File: config.mk
export PLATFORM = sky130hd
export DESIGN_NAME = rr_arbiter8_flat
export DESIGN_NICKNAME = d
export VERILOG_FILES = /design/src/rtl/rr_arbiter8_if.sv /design/src/rtl/rr_arbiter8.sv /design/src/flat_wrapper.sv
export SDC_FILE = /design/constraint.sdc
export NUM_CORES = 1
export LEC_CHECK = 0
export BUFFER_PORTS_ARGS = -buffer_cell sky130_fd_sc_hd__buf_2
export CORE_ASPECT_RATIO = 1.1
export CORE_UTILIZATION = 43
export CTS_CLUSTER_DIAMETER = 150
export DETAILED_ROUTE_END_ITERATION = 10
export PLACE_DENSITY = 0.67
export SETUP_SLACK_MARGIN = 0.3
export SLEW_MARGIN = 20
export SYNTH_ARGS = -nofsm -noshare
export SYNTH_HDL_FRONTEND = slang
export SYNTH_SLANG_ARGS = --single-unit
File: constraint.sdc
create_clock -name clk -period 3.6 [get_ports clk]
set_clock_uncertainty 0.2 [all_clocks]
set_input_delay 0.9 -clock clk [delete_from_list [all_inputs] [get_ports clk]]
set_output_delay 0.9 -clock clk [all_outputs]
set_load 0.01 [all_outputs]
File: src/rtl/rr_arbiter8_if.sv
// rr_arbiter8_if: request/grant bundle; master drives en/prio_mode/req, slave (arbiter) drives gnt/gnt_id/gnt_valid
interface rr_arbiter8_if;
  logic       en;
  logic       prio_mode;
  logic [7:0] req;
  logic [7:0] gnt;
  logic [2:0] gnt_id;
  logic       gnt_valid;
  modport master (output en, prio_mode, req, input gnt, gnt_id, gnt_valid);
  modport slave (input en, prio_mode, req, output gnt, gnt_id, gnt_valid);
endinterface

File: src/rtl/rr_arbiter8.sv
// rr_arbiter8: 8-way fixed/round-robin arbiter with hold limit; ports clk, rst (sync, active-high), bus (slave: en, prio_mode, req -> gnt, gnt_id, gnt_valid)
module rr_arbiter8 #(
  parameter int MAX_HOLD = 4
) (
  input  logic         clk,
  input  logic         rst,
  rr_arbiter8_if.slave bus
);
  typedef enum logic {IDLE, GRANT} state_t;
  localparam logic [7:0] LAST = 8'(MAX_HOLD - 1);
  state_t     state;
  logic [7:0] hold_cnt;
  logic [2:0] rr_ptr, fix_id, rr_id, win;
  always_comb begin
    fix_id = '0;
    rr_id = '0;
    for (int i = 0; i < 8; i++) if (bus.req[i]) fix_id = 3'(i);
    for (int i = 7; i >= 0; i--) if (bus.req[rr_ptr + 3'(i)]) rr_id = rr_ptr + 3'(i);
    win = bus.prio_mode ? fix_id : rr_id;
  end
  always_ff @(posedge clk) begin
    if (rst) begin
      state <= IDLE;
      bus.gnt <= '0;
      bus.gnt_id <= '0;
      bus.gnt_valid <= 1'b0;
      hold_cnt <= '0;
      rr_ptr <= '0;
    end else if (state == IDLE) begin
      if (bus.en && |bus.req) begin
        state <= GRANT;
        bus.gnt <= 8'b1 << win;
        bus.gnt_id <= win;
        bus.gnt_valid <= 1'b1;
        hold_cnt <= '0;
        rr_ptr <= win + 3'd1;
      end
    end else if (!bus.en || !bus.req[bus.gnt_id] || hold_cnt == LAST) begin
      state <= IDLE;
      bus.gnt <= '0;
      bus.gnt_id <= '0;
      bus.gnt_valid <= 1'b0;
    end else begin
      hold_cnt <= hold_cnt + 8'd1;
    end
  end
endmodule

File: src/flat_wrapper.sv
// flat-port wrapper written by rule: the top's interface ports become plain ports
module rr_arbiter8_flat 
#(
  parameter int MAX_HOLD = 4
)
  (clk, rst, bus_en, bus_prio_mode, bus_req, bus_gnt, bus_gnt_id, bus_gnt_valid);
  rr_arbiter8_if bus_i ();
  input  logic clk;
  input  logic rst;
  input wire logic [$bits(bus_i.en)-1:0] bus_en;
  input wire logic [$bits(bus_i.prio_mode)-1:0] bus_prio_mode;
  input wire logic [$bits(bus_i.req)-1:0] bus_req;
  output wire logic [$bits(bus_i.gnt)-1:0] bus_gnt;
  output wire logic [$bits(bus_i.gnt_id)-1:0] bus_gnt_id;
  output wire logic [$bits(bus_i.gnt_valid)-1:0] bus_gnt_valid;
  assign bus_i.en = bus_en;
  assign bus_i.prio_mode = bus_prio_mode;
  assign bus_i.req = bus_req;
  assign bus_gnt = bus_i.gnt;
  assign bus_gnt_id = bus_i.gnt_id;
  assign bus_gnt_valid = bus_i.gnt_valid;
  rr_arbiter8 #(.MAX_HOLD(MAX_HOLD)) u_core (.clk(clk), .rst(rst), .bus(bus_i));
endmodule
Word-level counts from Yosys, hierarchy flattened

Cells that the tools add are included.

Flip-flop bits (word level): 24
Input port bits: 12
Output and inout port bits: 12
Word-level logic and storage cells: 88

Add/subtract/negate cells: 9
$lt $le $gt $ge: 9
Equal/unequal tests: 3
Shifts and indexed selects: 1
Multiplexer cells: 49
Bitwise logic cells: 1
Reduce and logical (&&, ||, !) cells: 10

Operators by type and width:

| cell                  | number |
|---|---|
| $mux W3               | 16 |
| $mux W8               | 6 |
| $lt A3 B4 Y1 const B  | 9 |
| $bmux W1 S3           | 9 |
| $mux W1               | 16 |
| $add A3 B3 Y3 const B | 4 |
| $add A8 B1 Y8 const B | 1 |
| $eq A8 B2 Y1 const B  | 1 |
| $reduce_or A8 Y1      | 1 |
| $shl A1 B3 Y8 const A | 1 |
| $add A3 B1 Y3 const B | 2 |
| $add A3 B2 Y3 const B | 2 |
| $reduce_and A2 Y1     | 3 |
| $mux W2               | 2 |
| $ne A2 B2 Y1 const B  | 2 |
| $logic_not A1 Y1      | 2 |
| $logic_or A1 B1 Y1    | 2 |
| $reduce_bool A2 Y1    | 1 |
| $logic_and A1 B1 Y1   | 1 |
| $not A1 Y1            | 1 |

Depth between registers and ports, before layout

Gate-level depths: netlist of the first run.

Word-level depth: 15
Gate-level depth with buffers: 15
Mapped depth without buffers: 12

Least setup slack after synthesis of the first run

No wires, ideal clock.

Path kind: reg2reg
Start: register u_core.rr_ptr[0]
End: register u_core.rr_ptr[2]
Setup time: 128 ps
Arrival: 3,371 ps
Data required time: 3,272 ps
Setup slack: -99 ps
Cell stages (with the launch flop): 16
Path buffers: 3
Period minus slack after synthesis: 3,699 ps
Path through: dfxtp_1 buf_4 buf_2 inv_1 ha_1 buf_2 mux2i_1 mux4_2 inv_1 or4_1 a31oi_1 nor2_1 ha_1 ha_1 a21oi_1 nor2_1

Cells in the longest elaborated chain, start to end: 13
Elaborated cells on any way between the ends: 33
Those cells by class: add/sub: 8; mux: 25

RTL lines:

| element                       | RTL line          | source |
|---|---|---|
| from (decl)                   | rr_arbiter8.sv:13 | `logic [2:0] rr_ptr, fix_id, rr_id, win;` |
| from (signal assigned)        | rr_arbiter8.sv:36 | `rr_ptr <= win + 3'd1;` |
| $add A3 B3 Y3                 | rr_arbiter8.sv:18 | `for (int i = 7; i >= 0; i--) if (bus.req[rr_ptr + 3'(i)]) rr_id = rr_ptr + 3'(i);` |
| $bmux W1 S3                   | rr_arbiter8.sv:18 |  |
| $mux W1 (implied by the code) | rr_arbiter8.sv:18 |  |
| $mux W3 (7 in a row)          | rr_arbiter8.sv:18 |  |
| $mux W3 (*)                   | rr_arbiter8.sv:18 |  |
| $mux W3 (*)                   | rr_arbiter8.sv:19 | `win = bus.prio_mode ? fix_id : rr_id;` |
| $add A3 B1 Y3 (*)             | rr_arbiter8.sv:36 |  |

Mark *: on every way between the ends. The rest lies on a longest branch, timed or not. The select of a mux whose other input is x is not followed.
A chain may end at the register's enable or synchronous reset.

Worst setup path in the final report of the first run

Start: input port bus_req[0]
End: register u_core.rr_ptr[2]

Cells in the longest elaborated chain, start to end: 12
Elaborated cells on any way between the ends: 29
Those cells by class: add/sub: 1; mux: 25; reduce/logical: 3

RTL lines:

| element                       | RTL line           | source |
|---|---|---|
| from (decl)                   | flat_wrapper.sv:12 | `input wire logic [$bits(bus_i.req)-1:0] bus_req;` |
| $bmux W1 S3                   | rr_arbiter8.sv:18  |  |
| $mux W1 (implied by the code) | rr_arbiter8.sv:18  |  |
| $mux W3 (8 in a row)          | rr_arbiter8.sv:18  |  |
| $mux W3                       | rr_arbiter8.sv:19  |  |
| $add A3 B1 Y3                 | rr_arbiter8.sv:36  |  |

Parallel ways exist; a longest one is shown, timed or not. The select of a mux whose other input is x is not followed.

==> results of run 1 <==
## metal layers
layer,part of all wire,up-vias
met1,0.46,931
met3,0.036,8
li1,-,916
met2,0.49,29
met5,0,-
met4,0.012,0
## how the worst max path moves through the flow
stage,cells after the start,from,endpoint
floorplan,10,bus_req[3],u_core.bus.gnt[7]$_SDFFE_PP0P_
global placement,10,bus_req[1],u_core.bus.gnt[7]$_SDFFE_PP0P_
detailed placement,12,bus_req[3],u_core.rr_ptr[2]$_SDFFE_PP0P_
CTS,12,u_core.rr_ptr[1]$_SDFFE_PP0P_,u_core.rr_ptr[2]$_SDFFE_PP0P_
global route,11,bus_req[0],u_core.rr_ptr[2]$_SDFFE_PP0P_
finish,11,bus_req[0],u_core.rr_ptr[2]$_SDFFE_PP0P_
## kinds of logic (layout without fill, tap and decap cells)
family                   Yosys count  count (layout)
AO/OA/AOI/OAI                     56              56
XOR/XNOR                           8               8
adder cells (fa/ha/maj)            8               8
buffers and inverters             29              66
flip-flops                        24              24
multiplexers                      34              34
AND/OR/NAND/NOR                   67              67
## power by group
part           internal [mW]  switching (mW)  total, mW  leakage [nW]
Clock                 0.0976          0.0863      0.184        0.0288
Sequential             0.290          0.0346      0.324         0.196
Combinational          0.431           0.432      0.863         0.790
Total                  0.818           0.553       1.37          1.01
## worst reg2reg max path: stages, from the launching register on
cell and delay, ps:
sky130_fd_sc_hd__dfxtp_2 350, sky130_fd_sc_hd__buf_6 240, sky130_fd_sc_hd__mux4_2 620, sky130_fd_sc_hd__mux2i_2 200, sky130_fd_sc_hd__buf_4 170, sky130_fd_sc_hd__o211ai_1 130
sky130_fd_sc_hd__a2111oi_4 440, sky130_fd_sc_hd__a311oi_4 120, sky130_fd_sc_hd__ha_4 220, sky130_fd_sc_hd__ha_4 230, sky130_fd_sc_hd__a21oi_2 130, sky130_fd_sc_hd__nor2_1 70
## flip-flops by register name, indices dropped and copies added, names as in the netlist
name                  cells
u_core.bus.gnt_id         3
u_core.bus.gnt            8
u_core.hold_cnt           8
u_core.bus.gnt_valid      1
u_core.state              1
u_core.rr_ptr             3
## cells in the mapped netlist, types with 5 or more instances
library cell and n:
sky130_fd_sc_hd__dfxtp_1 24, sky130_fd_sc_hd__a21oi_1 16, sky130_fd_sc_hd__ha_1 8, sky130_fd_sc_hd__o21ai_0 9
sky130_fd_sc_hd__nor2_1 24, sky130_fd_sc_hd__mux2i_1 15, sky130_fd_sc_hd__a211oi_1 5, sky130_fd_sc_hd__mux2_2 6
sky130_fd_sc_hd__inv_1 11, sky130_fd_sc_hd__clkbuf_1 9, sky130_fd_sc_hd__nand2_1 18, sky130_fd_sc_hd__mux4_2 13
## final cells by class
class                           count  area share
Sequential cell                    24       0.185
Timing Repair Buffer               50       0.146
Multi-Input combinational cell    173       0.605
Tap cell                           54      0.0259
Inverter                           12      0.0173
Clock buffer                        4      0.0211
## what timing repair did
action / 4_1_cts / 5_1_grt
resized for setup: 4 / 36
pin swaps: 0 / 8
endpoints found under the setup margin: 5 / 6
hold endpoints to repair: 0 / 0
setup buffers: 0 / 4
==> reports/qor.log, run 1 <==
qor: worst_setup_path.cp_num_buf_inv 2
qor: worst_setup_path.worstPathMaxFanout 6
qor: yosys.async_reset_ff_frac 0
qor: yosys.synthXorXnorAreaFrac 0.0344
qor: yosys.ys_ff_latch 24
qor: pwr.static-leakage-power 1.01 nW
qor: worst_setup_path.worst_r2r_endpoint u_core.rr_ptr[2]$_SDFFE_PP0P_
qor: timing.setup-tns-final 0 ps
qor: placement.dp_worst_setup_slack 41.9 ps
qor: worst_setup_path.setup.worst_path.class primary input to register
qor: route.via_count 1884
qor: timing.postLayoutSetupSlackWorst 323 ps
qor: final_layout.sequential_cell_area 482 sq um
qor: yosys.synthDistinctLibCells 51
qor: final_layout.filler_cell_count 380
qor: die.initial_utilization 0.462
qor: route.wirelength 5.16 mm
qor: min_path.worst_hold_path.num_cells 2
qor: worst_setup_path.startpoint_type primary input
qor: yosys.synth_top_area_cell sky130_fd_sc_hd__dfxtp_1
qor: yosys.most_used_dff_post_synth sky130_fd_sc_hd__dfxtp_1
qor: final_layout.design.final.nets 284
qor: pwr.total_power 1.37 mW
qor: final_layout.syn_to_final_growth 27.9%
qor: timing.final_cycle_share 0.910
qor: global_routing.wire_length_of_the_first_global_routing_pass 8.18 mm
qor: yosys.post_synth_edffs 0
qor: route.drt_first_pass_iters 4
qor: yosys.avgSynthCellArea 9.01 sq um
qor: placement.gpl_congestion 0.888
qor: timing.grt_setup_unrepaired no
qor: worst_setup_path.endpoint_kind register
qor: yosys.synth-warning-count 0
qor: min_path.hp-class register to register
qor: final_layout.layout.core_utilization 0.590
qor: clock_network.clock_pin_slew_reported_for_the_worst_setup_and_hold_paths_after_clock_tree_synthesis 90 ps
qor: route.avgRoutedWirePerCell 16.3 microns
qor: route.drt.antenna.violating_nets 0
qor: clock_network.clock_path_buffers 2
qor: pwr.pwr_density_cell 526 mW/mm^2
qor: worst_setup_path.crit_path_frequent_cell sky130_fd_sc_hd__ha_4
qor: yosys.netlist.area_leader.share 0.236
qor: timing.final_max_slew_viol_count 0
qor: global_routing.grt_util_met2 0.367
qor: timing.final_hold_viol_count 0
qor: final_layout.area_occupied_by_multi_input_gates 0.00157 sq mm
qor: timing.max-slew-margin-rel 0.546
qor: global_routing.grt.met1_usage 0.277
qor: yosys.mux_contribution_to_synthesized_area 0.251
qor: yosys.synth.net_count 246
qor: placement.dpl-instance-area 0.00234 sq mm
qor: yosys.cell_types_occupying_the_most_area_after_synthesis sky130_fd_sc_hd__dfxtp_1 (24%), sky130_fd_sc_hd__mux4_2 (14%), sky130_fd_sc_hd__mux2i_1 (7.4%)
qor: timing.hold_slack 256 ps
qor: timing.clock.fmax 305 MHz
qor: worst_setup_path.cp_data_required_time 3560 ps
qor: placement.portBuffers 23
qor: placement.dpl.hpwl 3.76 mm
qor: global_routing.globalRouteOverflowTotal 0
qor: yosys.main_combinational_cell_family_by_area_after_synthesis multiplexers
qor: global_routing.top_usage_layer met2
qor: worst_setup_path.cells_on_worst_reg2reg_path 11
qor: yosys.adder_cell_share_of_the_synthesized_area 0.0492
qor: route.drt_drc_violations_left 0
qor: worst_setup_path.rrSetupSlack 390 ps
qor: yosys.synth-seq-area-share 0.236
qor: global_routing.track_usage 0.215
qor: worst_setup_path.worstPathCellList buf_6 -> mux4_2 -> mux2i_2 -> buf_4 -> o211ai_1 -> a2111oi_4 -> a311oi_4 -> ha_4 -> ha_4 -> a21oi_2 -> nor2_1
qor: final_layout.final_cell_count_no_fill 317
qor: final_layout.layout-drive-gt1-share 0.373
qor: timing.tightest_slew 680 ps
qor: final_layout.final_cell_mix sky130_fd_sc_hd__buf_4 (26), sky130_fd_sc_hd__nor2_1 (23), sky130_fd_sc_hd__dfxtp_1 (23)
qor: route.vias_per_cell 5.94
qor: worst_setup_path.cp_slowest_cell sky130_fd_sc_hd__mux4_2
qor: placement.numPlacedInstances 309
qor: global_routing.grt_antenna_before_repair 0
qor: min_path.hold_path_startpoint u_core.bus.gnt[1]$_SDFFE_PP0P_
qor: final_layout.finish.instance_area 0.00260 sq mm
qor: clock_network.cts-hold-fix-buffers 0
qor: yosys.post_synth_and_or_nand_nor_area_fraction 0.163
qor: clock_network.cts_inserted_buffers 3
qor: global_routing.maximum_number_of_pins_on_one_net_before_global_route_repair 22
qor: die.floorplan.io_pins 24
qor: final_layout.layout.cells.most_common sky130_fd_sc_hd__buf_4
qor: die.dieHeight 74.2 microns
qor: clock_network.cts_htree_levels 1
qor: run_status.run_status completed
qor: worst_setup_path.cp.arrival 3240 ps
qor: global_routing.grt.met3_usage 0.0383
qor: clock_network.clock-sinks 24
qor: worst_setup_path.cpLargestDelayFamily compound AO/OA/AOI/OAI gates
qor: pwr.vdd_ir_drop_max 237 uV
qor: worst_setup_path.worst_path_largest_cell_delay 540 ps
qor: clock_network.tritoncts done
qor: clock_network.clk_root_buffer_cell sky130_fd_sc_hd__clkbuf_8
qor: clock_network.clk_latency 270 ps
qor: global_routing.number_of_global_route_vias_before_repair 1783
qor: timing.minimum_period_implied_by_the_final_worst_setup_slack 3280 ps
qor: timing.setup_viols_final 0
qor: job.drv_cap 0
qor: die.die_area 0.00501 sq mm
qor: min_path.hold-path-endpoint u_core.bus.gnt[1]$_SDFFE_PP0P_
qor: yosys.syn-instance-count 226
qor: route.detailedRoute.firstIterationViolations 85
qor: yosys.syn-cell-area 0.00204 sq mm
qor: final_layout.antenna_cells_inserted 0
qor: die.die-width 67.6 microns
qor: yosys.synth_compound_gate_area_share 0.203
qor: die.fp-row-count 25
qor: worst_setup_path.regToRegStartpoint u_core.rr_ptr[0]$_SDFFE_PP0P_
qor: die.core_area 0.00441 sq mm
Power figures use the tool's default switching activity.
==> run 2, diff against run 1 <==
--- a/config.mk
+++ b/config.mk
@@ -5,12 +5,13 @@
 export SDC_FILE = /design/constraint.sdc
 export NUM_CORES = 1
 export LEC_CHECK = 0
+export ABC_AREA = 1
 export BUFFER_PORTS_ARGS = -buffer_cell sky130_fd_sc_hd__buf_2
 export CORE_ASPECT_RATIO = 1.1
 export CORE_UTILIZATION = 43
 export CTS_CLUSTER_DIAMETER = 150
 export DETAILED_ROUTE_END_ITERATION = 10
-export PLACE_DENSITY = 0.67
+export PLACE_DENSITY = 0.65
 export SETUP_SLACK_MARGIN = 0.3
 export SLEW_MARGIN = 20
 export SYNTH_ARGS = -nofsm -noshare
==> reports/qor.log, run 2 <==
qor: yosys.syn-cell-area 0.00191 sq mm
qor: route.drt.antenna.violating_nets 0
qor: worst_setup_path.cp_data_required_time 3560 ps
qor: yosys.avgSynthCellArea 6.38 sq um
qor: worst_setup_path.worst_path_largest_cell_delay 350 ps
qor: worst_setup_path.worstPathMaxFanout 10
qor: timing.final_hold_viol_count 0
qor: route.detailedRoute.firstIterationViolations 124
qor: worst_setup_path.crit_path_frequent_cell sky130_fd_sc_hd__nand2_1
qor: clock_network.clk_latency 270 ps
qor: min_path.hold_path_startpoint u_core.bus.gnt[1]$_SDFFE_PP0P_
qor: route.avgRoutedWirePerCell 11.9 microns
qor: clock_network.cts_inserted_buffers 3
qor: worst_setup_path.regToRegStartpoint u_core.rr_ptr[0]$_SDFFE_PP0P_
qor: global_routing.maximum_number_of_pins_on_one_net_before_global_route_repair 19
qor: worst_setup_path.worst_r2r_endpoint u_core.rr_ptr[2]$_SDFFE_PP0P_
qor: yosys.main_combinational_cell_family_by_area_after_synthesis simple AND/OR/NAND/NOR gates
qor: placement.dpl.hpwl 3.54 mm
qor: route.vias_per_cell 5.06
qor: yosys.yosys-top-cells-count sky130_fd_sc_hd__nand2_1 (90), sky130_fd_sc_hd__nand3_1 (34), sky130_fd_sc_hd__inv_1 (31), sky130_fd_sc_hd__a21oi_1 (28), sky130_fd_sc_hd__dfxtp_1 (24)
qor: global_routing.number_of_global_route_vias_before_repair 1801
qor: yosys.synth_compound_gate_area_share 0.134
qor: worst_setup_path.endpoint_kind register
qor: worst_setup_path.setup.worst_path.class register to register
qor: yosys.ys_ff_latch 24
qor: global_routing.wire_length_of_the_first_global_routing_pass 7.70 mm
qor: timing.postLayoutSetupSlackWorst 679 ps
qor: yosys.adder_cell_share_of_the_synthesized_area 0.0525
qor: timing.setup-tns-final 0 ps
qor: run_status.run_status completed
qor: pwr.pwr_density_cell 459 mW/mm^2
qor: placement.portBuffers 23
qor: die.floorplan.io_pins 24
qor: final_layout.antenna_cells_inserted 0
qor: job.drv_cap 0
qor: final_layout.final_cell_mix sky130_fd_sc_hd__nand2_1 (90), sky130_fd_sc_hd__nand3_1 (34), sky130_fd_sc_hd__inv_1 (31)
qor: route.drt_first_pass_iters 4
qor: min_path.worst_hold_path.num_cells 2
qor: global_routing.track_usage 0.205
qor: die.dieHeight 71.8 microns
qor: final_layout.reg.largest.list u_core.bus.gnt (8), u_core.hold_cnt (8)
qor: placement.dp_worst_setup_slack 418 ps
qor: yosys.synthXorXnorAreaFrac 0.0138
qor: timing.minimum_period_implied_by_the_final_worst_setup_slack 2920 ps
qor: timing.final_max_slew_viol_count 0
qor: timing.setup_viols_final 0
qor: yosys.synth.net_count 319
qor: yosys.post_synth_and_or_nand_nor_area_fraction 0.441
qor: die.initial_utilization 0.445
qor: final_layout.layout-drive-gt1-share 0.211
qor: yosys.netlist.area_leader.share 0.252
qor: die.fp-row-count 25
qor: yosys.synth_top_area_cell sky130_fd_sc_hd__dfxtp_1
qor: yosys.synth_most_common_cell sky130_fd_sc_hd__nand2_1
qor: yosys.synth-seq-area-share 0.252
qor: global_routing.globalRouteOverflowTotal 0
qor: yosys.post_synth_edffs 0
qor: die.die_area 0.00470 sq mm
qor: worst_setup_path.rrSetupSlack 680 ps
qor: yosys.async_reset_ff_frac 0
qor: final_layout.syn_to_final_growth 12.5%
qor: die.die-width 65.5 microns
qor: timing.hold_slack 267 ps
qor: clock_network.tritoncts done
qor: worst_setup_path.worstPathCellList inv_2 -> ha_4 -> inv_2 -> nand3_1 -> nand3_1 -> nand2_2 -> inv_2 -> nand2_1 -> nand2_1 -> nand2_1 -> nand2_1 -> nand2_1 -> nand2_1 -> nand2_1 -> nand3_2 -> nand2_1 -> inv_1 -> ha_1 -> ha_1 -> o21ai_0 -> a21oi_1
qor: timing.tightest_slew 839 ps
qor: clock_network.clock_path_buffers 2
qor: clock_network.clock-sinks 24
qor: yosys.most_used_dff_post_synth sky130_fd_sc_hd__dfxtp_1
qor: min_path.hold-path-endpoint u_core.bus.gnt[1]$_SDFFE_PP0P_
qor: clock_network.cts-hold-fix-buffers 0
qor: placement.gpl_congestion 0.898
qor: timing.final_cycle_share 0.811
qor: worst_setup_path.cp.arrival 2880 ps
qor: min_path.hp-class register to register
qor: worst_setup_path.cp_slowest_cell sky130_fd_sc_hd__dfxtp_1
qor: clock_network.clock_pin_slew_reported_for_the_worst_setup_and_hold_paths_after_clock_tree_synthesis 90 ps
qor: route.wirelength 4.49 mm
qor: pwr.vdd_ir_drop_max 343 uV
qor: yosys.synth-warning-count 0
qor: final_layout.layout.cells.most_common sky130_fd_sc_hd__nand2_1
qor: route.via_count 1904
qor: clock_network.cts_htree_levels 1
qor: clock_network.clk_root_buffer_cell sky130_fd_sc_hd__clkbuf_8
qor: timing.max-slew-margin-rel 0.439
qor: global_routing.grt_antenna_before_repair 0
qor: route.drt_drc_violations_left 0
qor: worst_setup_path.cells_on_worst_reg2reg_path 21
qor: yosys.synthDistinctLibCells 32
qor: timing.clock.fmax 342 MHz
qor: yosys.syn-instance-count 299
qor: final_layout.layout.core_utilization 0.500
qor: final_layout.design.final.nets 343
qor: worst_setup_path.startpoint_type register
qor: yosys.cell_types_occupying_the_most_area_after_synthesis sky130_fd_sc_hd__dfxtp_1 (25%), sky130_fd_sc_hd__nand2_1 (18%), sky130_fd_sc_hd__nand3_1 (8.9%)
qor: yosys.mux_contribution_to_synthesized_area 0
qor: timing.grt_setup_unrepaired no
qor: die.core_area 0.00429 sq mm
qor: pwr.static-leakage-power 1.04 nW
run 2: cell types whose count changed in the layout (fill, tap and decap cells not counted), moves of 9 or more:
cell / previous run / this run
sky130_fd_sc_hd__a21oi_1: 13 / 28
sky130_fd_sc_hd__buf_4: 26 / 3
sky130_fd_sc_hd__inv_1: 11 / 31
sky130_fd_sc_hd__mux2i_1: 11 / 0
sky130_fd_sc_hd__mux4_2: 13 / 0
sky130_fd_sc_hd__nand2_1: 18 / 90
sky130_fd_sc_hd__nand2_2: 0 / 9
sky130_fd_sc_hd__nand3_1: 1 / 34
sky130_fd_sc_hd__nand3_2: 0 / 11
run 2: worst max path at each step:
stage	from	to	slack [ps]	depth (start not counted)
6_report	u_core.rr_ptr[0]$_SDFFE_PP0P_	u_core.rr_ptr[2]$_SDFFE_PP0P_	680	21
3_5_place_dp	bus_req[7]	u_core.rr_ptr[2]$_SDFFE_PP0P_	420	20
5_1_grt	u_core.rr_ptr[1]$_SDFFE_PP0P_	u_core.rr_ptr[2]$_SDFFE_PP0P_	340	23
4_1_cts	u_core.rr_ptr[0]$_SDFFE_PP0P_	u_core.rr_ptr[2]$_SDFFE_PP0P_	520	21
3_3_place_gp	bus_req[7]	u_core.rr_ptr[2]$_SDFFE_PP0P_	440	20
2_1_floorplan	u_core.rr_ptr[1]$_SDFFE_PP0P_	u_core.rr_ptr[2]$_SDFFE_PP0P_	800	22
run 2: timing repair:
item / 4_1_cts / 5_1_grt
resized for setup: 0 / 2
hold endpoints to repair: 0 / 0
setup endpoints to repair: 0 / 1
setup buffers: 0 / 0
run 2: kinds of logic (layout without fill, tap and decap cells):
logic type,Yosys count,after routing
AO/OA/AOI/OAI,43,43
buffers and inverters,47,70
XOR/XNOR,3,3
AND/OR/NAND/NOR,174,174
flip-flops,24,24
adder cells (fa/ha/maj),8,8
run 2: critical path, delay by kind of cell, from the launching register on:
family | cells | cell delay, ps
compound gates | 2 | 200
fa+ha+maj | 3 | 830
buf+inv | 4 | 310
flops | 1 | 350
simple gates | 12 | 920
run 2: stage by stage:
stage / power, mW / instance area (sq um) / cells
CTS: 0.981 / 2130 / 376
global route: 1.07 / 2140 / 376
finish: 0.983 / 2140 / 376
detailed placement: 0.746 / 2060 / 372
global placement: 0.739 / 2060 / 372
floorplan: 0.653 / 1910 / 299
run 2: layer usage:
layer,global-route usage,up-vias,wire [microns]
li1,-,1029,-
met5,0,-,0
met2,0.368,44,2170
met4,0.0604,0,70
met1,0.258,824,2100
met3,0.0127,7,154
run 2: report_power, final:
group	leakage, nW	internal (mW)	switching [mW]	total [mW]
Clock	0.0357	0.149	0.0869	0.236
Sequential	0.195	0.281	0.0176	0.298
Combinational	0.805	0.158	0.291	0.449
Total	1.04	0.588	0.396	0.983
run 2: layout make-up:
cell class	instances	area [sq um]
clock buffer	3	41.3
inverter	40	153
sequential	24	480
multi-input combinational	228	1230
tap	54	67.6
timing repair buffer	26	138
clock inverter	1	30.0
fill	439	2140
==> run 3, diff against run 2 <==
==> constraint.sdc (replaced) <==
create_clock -name clk -period 2.51 [get_ports clk]
set_clock_uncertainty 0.2 [all_clocks]
set_input_delay 0.6275 -clock clk [delete_from_list [all_inputs] [get_ports clk]]
set_output_delay 0.6275 -clock clk [all_outputs]
set_load 0.01 [all_outputs]
==> reports/qor.log, run 3 (synthesis results as in run 2) <==
qor: timing.final_max_slew_viol_count 0
qor: worst_setup_path.worstPathMaxFanout 6
qor: final_layout.antenna_cells_inserted 0
qor: final_layout.layout-drive-gt1-share 0.401
qor: route.avgRoutedWirePerCell 12.5 microns
qor: pwr.total_power 1.75 mW
qor: clock_network.clk_latency 270 ps
qor: timing.grt_setup_unrepaired yes
qor: die.core_area 0.00429 sq mm
qor: global_routing.maximum_number_of_pins_on_one_net_before_global_route_repair 18
qor: final_layout.final_cell_mix sky130_fd_sc_hd__nand2_1 (82), sky130_fd_sc_hd__buf_4 (38), sky130_fd_sc_hd__inv_1 (27)
qor: route.drt.antenna.violating_nets 0
qor: clock_network.tritoncts done
qor: pwr.power_frac_seq 0.244
qor: placement.portBuffers 23
qor: die.floorplan.io_pins 24
qor: global_routing.track_usage 0.222
qor: run_status.run_status finished, violations left
qor: final_layout.design.final.nets 380
qor: route.met3_length 107 microns
qor: clock_network.cts_htree_levels 1
qor: timing.max-slew-margin-rel 0.742
qor: global_routing.globalRouteOverflowTotal 0
qor: global_routing.grt_antenna_before_repair 0
qor: route.drt_drc_violations_left 0
qor: placement.gpl_congestion 0.851
qor: pwr.p_clk_frac 0.194
qor: timing.clock.fmax 391 MHz
qor: worst_setup_path.startpoint_type register
qor: worst_setup_path.cp_data_required_time 2470 ps
qor: worst_setup_path.cp.arrival 2530 ps
qor: pwr.net-switching-power 0.708 mW
qor: route.wl_met2 2.66 mm
qor: die.die_area 0.00470 sq mm
qor: timing.postLayoutSetupSlackWorst -50.8 ps
qor: min_path.hp-class register to register
qor: route.detail_route.wirelength.met1 2.30 mm
qor: die.fp-row-count 25
qor: global_routing.wire_length_of_the_first_global_routing_pass 8.27 mm
qor: run_status.failed_checks negative setup slack
qor: die.die-width 65.5 microns
qor: job.drv_cap 0
qor: timing.tightest_slew 387 ps
qor: final_layout.syn_to_final_growth 41.0%
qor: pwr.internal-power 1.05 mW
qor: clock_network.clock_pin_slew_reported_for_the_worst_setup_and_hold_paths_after_clock_tree_synthesis 90 ps
qor: timing.final_cycle_share 1.02
qor: final_layout.filler_cell_count 403
qor: route.detailedRoute.firstIterationViolations 82
qor: pwr.static-leakage-power 1.25 nW
qor: route.wirelength 5.16 mm
qor: timing.final_hold_viol_count 0
qor: global_routing.number_of_global_route_vias_before_repair 1943
qor: route.vias_per_cell 5.03
qor: placement.dpl.hpwl 3.97 mm
qor: clock_network.cts_inserted_buffers 3
qor: route.drt_first_pass_iters 4
qor: clock_network.clk_root_buffer_cell sky130_fd_sc_hd__clkbuf_8
qor: die.initial_utilization 0.445
qor: route.via_count 2079
qor: clock_network.clock_path_buffers 2
qor: timing.setup_viols_final 1
qor: pwr.pwr_density_cell 652 mW/mm^2
qor: die.dieHeight 71.8 microns
qor: clock_network.clock-sinks 24
qor: pwr.p_sw_frac 0.404
qor: timing.minimum_period_implied_by_the_final_worst_setup_slack 2560 ps
qor: worst_setup_path.setup.worst_path.class register to register
qor: final_layout.layout.cells.most_common sky130_fd_sc_hd__nand2_1
qor: worst_setup_path.endpoint_kind register
qor: final_layout.reg.largest.list u_core.bus.gnt (8), u_core.hold_cnt (8)
qor: route.route.top_layer_used met4
qor: pwr.vdd_ir_drop_max 465 uV
qor: pwr.power.combinational.fraction 0.562
qor: placement.dp_worst_setup_slack -184 ps
-- run 3: cell types whose count changed in the layout (fill, tap and decap cells not counted), moves of 3 or more --
cell / change
sky130_fd_sc_hd__ha_1: -5
sky130_fd_sc_hd__a21oi_2: +3
sky130_fd_sc_hd__nand3_1: -15
sky130_fd_sc_hd__inv_2: +3
sky130_fd_sc_hd__nand3_2: +6
sky130_fd_sc_hd__ha_4: +3
sky130_fd_sc_hd__buf_4: +35
sky130_fd_sc_hd__a21oi_1: -3
sky130_fd_sc_hd__inv_1: -4
sky130_fd_sc_hd__nand3_4: +9
sky130_fd_sc_hd__nand2_2: +7
sky130_fd_sc_hd__nand2_1: -8
-- run 3: final cells by class --
cell class	count	area [sq um]	area share
inverter	40	165	0.0614
timing repair buffer	63	423	0.157
clock buffer	3	41.3	0.0154
multi-input combinational	228	1480	0.549
sequential	24	485	0.181
clock inverter	1	30.0	0.0112
tap	54	67.6	0.0251
-- run 3: worst max-delay path, stage by stage (launching register included) --
cell and delay [ps]:
sky130_fd_sc_hd__dfxtp_4 400, sky130_fd_sc_hd__inv_8 40, sky130_fd_sc_hd__ha_4 350, sky130_fd_sc_hd__inv_8 70
sky130_fd_sc_hd__nand3_4 90, sky130_fd_sc_hd__nand3_2 100, sky130_fd_sc_hd__nand2_2 100, sky130_fd_sc_hd__nand3_2 60
sky130_fd_sc_hd__nand2_1 60, sky130_fd_sc_hd__nand2_1 40, sky130_fd_sc_hd__nand2_1 50, sky130_fd_sc_hd__nand2_1 50
sky130_fd_sc_hd__nand2_1 50, sky130_fd_sc_hd__nand2_1 60, sky130_fd_sc_hd__nand2_2 80, sky130_fd_sc_hd__nand2_2 60
sky130_fd_sc_hd__inv_2 90, sky130_fd_sc_hd__ha_4 150, sky130_fd_sc_hd__ha_4 190, sky130_fd_sc_hd__o21ai_2 100
sky130_fd_sc_hd__a21oi_1 50
-- run 3: per-layer routing --
layer	vias to the layer above	track usage
li1	1094	-
met1	941	0.266
met2	36	0.411
met3	8	0.0143
met4	0	0.0725
met5	-	0
-- run 3: path summary, 6_finish.rpt --
kind | slack, ps | depth (start not counted) | from | endpoint
max | -50 | 20 | u_core.rr_ptr[1]$_SDFFE_PP0P_ | u_core.rr_ptr[2]$_SDFFE_PP0P_
max reg2reg | -50 | 20 | u_core.rr_ptr[1]$_SDFFE_PP0P_ | u_core.rr_ptr[2]$_SDFFE_PP0P_
min | 270 | 2 | u_core.bus.gnt[0]$_SDFFE_PP0P_ | u_core.bus.gnt[0]$_SDFFE_PP0P_
min reg2reg | 270 | 2 | u_core.bus.gnt[0]$_SDFFE_PP0P_ | u_core.bus.gnt[0]$_SDFFE_PP0P_
-- run 3: power groups by stage --
stage,logic (mW),clock network (mW),registers (mW)
3_3_place_gp,0.824,0,0.436
2_1_floorplan,0.568,0,0.434
4_1_cts,0.890,0.346,0.428
3_5_place_dp,0.829,0,0.436
6_report,0.986,0.341,0.428
5_1_grt,1.09,0.356,0.431
-- run 3: what timing repair did --
item,CTS,global route
hold buffers,0,0
resized for setup,17,22
pin swaps,8,18
endpoints found under the setup margin,13,13
buffers inserted,2,3
-- run 3: stage by stage --
| stage | std cells | instance area [sq um] | hold slack [ps] | util | TNS [ps] |
|---|---|---|---|---|---|
| after floorplan | 299 | 2000 | 261 | - | 0 |
| after global routing | 413 | 2690 | 283 | 0.627 | -680 |
| final | 413 | 2690 | 267 | 0.627 | -50.8 |
| after CTS | 410 | 2560 | 270 | 0.598 | -18.6 |
| after detailed placement | 404 | 2400 | 254 | 0.559 | -756 |
| after global placement | 404 | 2400 | 247 | 0.559 | -460 |
